<file path="src/rtl/mon_mem_engine.sv">
// UART-monitor memory engine: command writes, multi-line dump FSM and region fill.
// Optional MON_FILL_PATTERN_EN: fill writes a latched 32-bit pattern instead of zeros.
module mon_mem_engine #(
    parameter int DBW      = 128,
    parameter int SNDW     = 2,
    parameter int FILL_LG2 = 12
) (
    input  logic              clk,
    input  logic              rst_n,
    input  logic [31:0]       cmd_data,
    input  logic              wadr_set,
    input  logic              wdata_en,
    input  logic              rstart_set,
    input  logic              rend_set,
    input  logic              rstop,
    input  logic              fill_start,
    output logic [31:0]       d_wadr,
    output logic [DBW-1:0]    d_wdata,
    output logic [DBW/8-1:0]  d_wmask,
    output logic              d_wen,
    input  logic              d_wresp,
    output logic [31:0]       d_radr,
    output logic              d_rstart,
    input  logic [DBW-1:0]    d_rdata,
    input  logic              d_rvalid,
    output logic              snd_start,
    output logic [32*SNDW-1:0] snd_data,
    input  logic              snd_done,
    output logic              dump_busy,
    output logic              fill_busy,
    output logic              cmd_err
);

    localparam int LANES = DBW / 32;
    localparam int LG    = $clog2(LANES);
    localparam int SW    = 32 * SNDW;

    typedef enum logic [2:0] {IDLE, RREQ, RWAIT, SEND, SWAIT} state_t;

    state_t              state, state_nx;
    logic [29:0]         ptr, start_w, end_w, cur;
    logic [DBW-1:0]      line;
    logic [FILL_LG2-1:0] fcnt;
    logic                fill_q, fill_wait, err;
    logic [31:0]         pat;
    logic                dump_idle, cmd_wr, fill_wr, launch, fill_go, snd_phase;
    logic [30:0]         cur_nx;

    assign dump_idle = (state == IDLE);
    assign cmd_wr    = wdata_en & ~fill_q;
    assign fill_wr   = fill_q & ~fill_wait;
    assign launch    = rend_set & dump_idle & ~fill_q;
    assign fill_go   = fill_start & dump_idle & ~fill_q;
    // Extra MSB so an end word of 2^30-1 still terminates.
    assign cur_nx    = {1'b0, cur} + 31'(SNDW);
    assign snd_phase = (state == SEND) || (state == SWAIT);

    assign dump_busy = ~dump_idle;
    assign fill_busy = fill_q;
    assign cmd_err   = err;
    assign d_radr    = d_rstart ? {cur[29:LG], {(LG+2){1'b0}}} : 32'h0;
    assign snd_data  = snd_phase ? SW'(line >> {cur[LG-1:0], 5'b0}) : '0;

`ifdef MON_FILL_PATTERN_EN
    always_ff @(posedge clk or negedge rst_n) begin
        if (!rst_n)       pat <= '0;
        else if (fill_go) pat <= cmd_data;
    end
`else
    assign pat = '0;
`endif

    // Fill owns the write port while busy; command writes are dropped then.
    always_comb begin
        d_wen   = 1'b0;
        d_wadr  = '0;
        d_wdata = '0;
        d_wmask = '0;
        if (fill_wr) begin
            d_wen   = 1'b1;
            d_wadr  = 32'(fcnt) << (LG + 2);
            d_wdata = {LANES{pat}};
        end else if (cmd_wr) begin
            d_wen   = 1'b1;
            d_wadr  = {ptr[29:LG], {(LG+2){1'b0}}};
            d_wdata = {LANES{cmd_data}};
            d_wmask = '1;
            d_wmask[{ptr[LG-1:0], 2'b00} +: 4] = 4'h0;
        end
    end

    always_comb begin
        state_nx  = state;
        d_rstart  = 1'b0;
        snd_start = 1'b0;
        unique case (state)
            IDLE:  if (launch) state_nx = RREQ;
            RREQ: begin
                d_rstart = 1'b1;
                state_nx = RWAIT;
            end
            RWAIT: if (d_rvalid) state_nx = SEND;
            SEND: begin
                snd_start = 1'b1;
                state_nx  = SWAIT;
            end
            SWAIT: begin
                if (snd_done) begin
                    if (cur_nx > {1'b0, end_w})  state_nx = IDLE;
                    else if (cur_nx[LG-1:0] == '0) state_nx = RREQ;
                    else                           state_nx = SEND;
                end
            end
            default: state_nx = IDLE;
        endcase
        if (rstop) state_nx = IDLE;
    end

    always_ff @(posedge clk or negedge rst_n) begin
        if (!rst_n) state <= IDLE;
        else        state <= state_nx;
    end

    always_ff @(posedge clk or negedge rst_n) begin
        if (!rst_n) begin
            ptr       <= '0;
            start_w   <= '0;
            end_w     <= '0;
            cur       <= '0;
            line      <= '0;
            fcnt      <= '0;
            fill_q    <= 1'b0;
            fill_wait <= 1'b0;
            err       <= 1'b0;
        end else begin
            if (wadr_set)    ptr <= cmd_data[31:2];
            else if (cmd_wr) ptr <= ptr + 30'd1;
            if (rstart_set) start_w <= cmd_data[31:2];
            if (launch && !rstop) begin
                end_w <= cmd_data[31:2];
                cur   <= start_w & ~30'(SNDW - 1);
            end
            if (state == RWAIT && d_rvalid) line <= d_rdata;
            if (state == SWAIT && snd_done) cur <= cur_nx[29:0];
            err <= (wdata_en & fill_q)
                 | (rend_set & (~dump_idle | fill_q))
                 | (fill_start & (~dump_idle | fill_q));
            if (fill_go) begin
                fill_q    <= 1'b1;
                fill_wait <= 1'b0;
                fcnt      <= '0;
            end else if (fill_q) begin
                if (fill_wr) begin
                    fill_wait <= 1'b1;
                end else if (d_wresp) begin
                    fill_wait <= 1'b0;
                    if (fcnt == '1) fill_q <= 1'b0;
                    else            fcnt   <= fcnt + 1'b1;
                end
            end
        end
    end

endmodule
</file>
<file path="config.mk">
export PLATFORM = sky130hd
export DESIGN_NAME = mon_mem_engine
export DESIGN_NICKNAME = d
export VERILOG_FILES = /design/src/rtl/mon_mem_engine.sv
export SDC_FILE = /design/constraint.sdc
export NUM_CORES = 1
export LEC_CHECK = 0
export ABC_AREA = 1
export CORE_MARGIN = 5
export CORE_UTILIZATION = 48
export CTS_CLUSTER_SIZE = 25
export DETAILED_ROUTE_END_ITERATION = 12
export PLACE_DENSITY_LB_ADDON = 0.05
export SLEW_MARGIN = 20
export SYNTH_ARGS = -nofsm -noshare
export SYNTH_HDL_FRONTEND = slang
export SYNTH_SLANG_ARGS = --single-unit
</file>
<file path="constraint.sdc">
create_clock -name clk -period 3.1 [get_ports clk]
set_input_delay 0.31 -clock clk [delete_from_list [all_inputs] [get_ports clk]]
set_output_delay 0.31 -clock clk [all_outputs]
set_load 0.1 [all_outputs]
</file>
==> impl_results.md <==
* Largest area contributor in the netlist: dfrtp_1
* Worst slew pin tran at 0.978 ns
* Synth Warn # at 0
* DP Worst Slack at 0.0673 ns
* Area Overhead vs Synth at 48.6%
* Gpl congestion at 0.936
* Hpwl dp at 37.1 mm
* CP max-delay cell: dfrtp_4
* Ports at 449
* CTS clock-pin slew for the worst setup and hold paths at 0.06 ns
* Netlist Area Pre-Place at 15200 µm²
* Grt met3 use at 0.0627
* Die height at 188 µm
* Top-count cell post-synth: nand2_1
* Largest net degree at the start of global routing at 143
* Row count at 65
* Crit end category: register
* MaxCap Viol Count at 0
* Slew Viols, Final at 0
* Clock power frac at 0.229
* Worst setup SP type: register
* Final setup fails at 0
* H-tree depth at 1
* Num CTS Buffers at 29
* Worst path cell trace: ha_1 -> nand2_1 -> inv_1 -> nand2_1 -> inv_1 -> nand3_1 -> xor2_1 -> inv_1 -> ha_1 -> nand2_1 -> nor3_1 -> nand2_1 -> nand2_1 -> nand3_1 -> nand2_1 -> nand2_2 -> nand3_1 -> nand2_1 -> nand2_1 -> nand2_1
* Ratio of final minimum period to clock period at 0.938
* IO Port Bufs at 440
* Multi-input logic area at 6750 µm²
* Main synth FF type: dfrtp_1
* Peak VDD IR at 0.507 mV
* Category of the most critical setup path: reg -> reg
* Setup WS post-layout at 0.194 ns
* R2R depth at 20
* Status: completed
* Internal Power at 9130 µW
* Sw Pwr at 6430 µW
* Sw frac at 0.413
* Routed WL per cell at 18.4 µm
* Gate power share at 0.433
* Yosys cell types at 42
* Synth Area in Simple Gates at 0.196
* Fraction of layout cells with a size suffix above 1 at 0.269
* Core footprint at 31400 µm²
* Final Hold Viols at 0
* Vias in the first global route at 13.9k
* Clk_lat worst skew at 0.56 ns
* Drt via density at 5.21
* Fillcell total at 2417
* Setup_tns at 0 ns
* Number of enable flip-flop cells after synthesis at 0
* Fmax at 0.344 GHz
* WL final at 48.7 mm
* CP most frequent cell: nand2_1
* # nets final at 2431
* Die X at 188 µm
* Sequential area share after synthesis at 0.436
* Final core utilization at 0.718
* Syn Inst Count at 1900
* Global routing's busiest layer: met2
* Full die area at 35300 µm²
* Met2 usage at 0.425
* Top cells by count, synth: nand2_1, inv_1, nor2_1
* Synth Area in Adders at 0.0305
* Pleak at 0.0103 µW
* Initial antenna violation count at 4
* WP data arrival at 3.36 ns
* Flop pwr share at 0.338
* Seq. cell area at 6610 µm²
* Mux cell area share after synthesis at 0.0475
* Slew HR at 0.348
* Worst hold slack at 0.317 ns
* GR Overflow Total at 0
* Min Tclk post-route at 2.91 ns
* All-Layer GR Usage at 0.269
* First-pass GRT wire length at 76.9 mm
* Yosys top cell area share at 0.436
* Main combinational cell family by area after synthesis: simple AND/OR/NAND/NOR gates
* Xor and xnor area share after synthesis at 0.0266
* Async S/R FF share, synth at 1.00
* WHS Path Cells at 3
* 1st-iter DRT viols at 1058
* Slowest Stage Delay on Critical Path at 0.51 ns
* Via Count at 13.8k
* Crit path max fanout at 5
* Initial Utilization at 0.483
* TritonCTS clock tree: yes
* Antenna-violating nets left at 0
* Worst-case clock buffer depth at 3
* FF+latch count, synth at 264
* Setup Skew at 0.0125 ns
* Remaining DRCs at 0
* Met1 Use GR at 0.370
* Hold WC Path Type: in -> reg
* Clk sink count at 264
* Power Density at 690 nW/µm²
* CTS root buf: clkbuf_16
* Syn_area_per_cell at 7.98 µm²
* First-pass DRT Iterations at 5
* WP data required at 3.55 ns
* Top cells by area, synth: dfrtp_1, nand2_1, inv_1
* Area fraction in compound gates after synthesis at 0.115
timing repair:
item                                    in CTS  in global routing
hold endpoints to repair                    94                  0
hold buffers                                 1                  0
resized for setup                            0                 14
buffers inserted                             0                  0
endpoints found under the setup margin       0                  2
layout make-up:
type | count | area share
clock inverters | 10 | 0.00544
clock buffers | 43 | 0.0390
well taps | 402 | 0.0223
repair buffers | 479 | 0.293
inverters | 284 | 0.0473
multi-input cells | 1165 | 0.299
flip-flops and latches | 264 | 0.293
diodes | 4 | 0.000444
worst paths after layout:
kind                        startpoint        end  slack, ns
max                             cur[1]   state[1]       0.19
min                        d_rdata[60]   line[60]       0.32
max reg2reg                     cur[1]   state[1]       0.19
min reg2reg                   end_w[3]   end_w[3]       0.48
max in group asynchronous        rst_n  end_w[14]       1.78
min in group asynchronous        rst_n    cur[17]       0.39
power groups by stage:
stage | registers (µW) | logic [µW] | clock network [µW]
2_1_floorplan | 5150 | 4700 | 0
3_3_place_gp | 5240 | 6530 | 0
3_5_place_dp | 5300 | 6670 | 0
4_1_cts | 5250 | 6730 | 3630
5_1_grt | 5400 | 7420 | 3780
6_report | 5260 | 6740 | 3560
placed cells by master, fill, tap and decap left out, drive strengths merged, types with 9 or more instances in the layout:
cell	Yosys	layout
dfrtp	264	264
nand3	47	47
ha	37	37
o22ai	10	10
clkdlybuf4s50	0	168
xor2	44	44
o21ai	147	147
inv	282	283
buf	138	310
nor3	25	25
a21oi	90	90
nand2	316	316
nand4	13	13
nor4	9	9
nor2	288	288
clkbuf	56	43
o221ai	43	43
mux2	64	64
sequential cells by signal, summed over array words and instances (netlist names), 3 cells and up:
register  count
cur          29
end_w        30
fcnt         12
line        128
ptr          30
start_w      29
state         3
metal layers:
metal,vias up,wire (µm)
li1,6573,-
met1,6548,20700
met2,573,22600
met3,110,3790
met4,0,1580
met5,-,0
worst max-delay path, delay by kind of cell (launching register included):
family        cells  cell delay [ns]
fa+ha+maj         2             0.50
buf+inv           3             0.18
xor+xnor          1             0.21
simple gates     14             1.41
flops             1             0.51
stage by stage:
step | power (µW) | cells | area, µm²
global route | 16600 | 2651 | 22500
finish | 15600 | 2651 | 22500
global placement | 11800 | 2593 | 21500
floorplan | 9850 | 1907 | 15500
detailed placement | 12000 | 2593 | 21500
CTS | 15600 | 2647 | 22500
cells by family (layout without fill, tap and decap cells):
family | Yosys count | in the layout
xor+xnor | 46 | 46
other cells | 1 | 12
compound gates | 306 | 306
simple gates | 704 | 704
mux | 64 | 64
flops | 264 | 264
buf+inv | 478 | 816
fa+ha+maj | 37 | 37
Power figures use the tool's default switching activity.
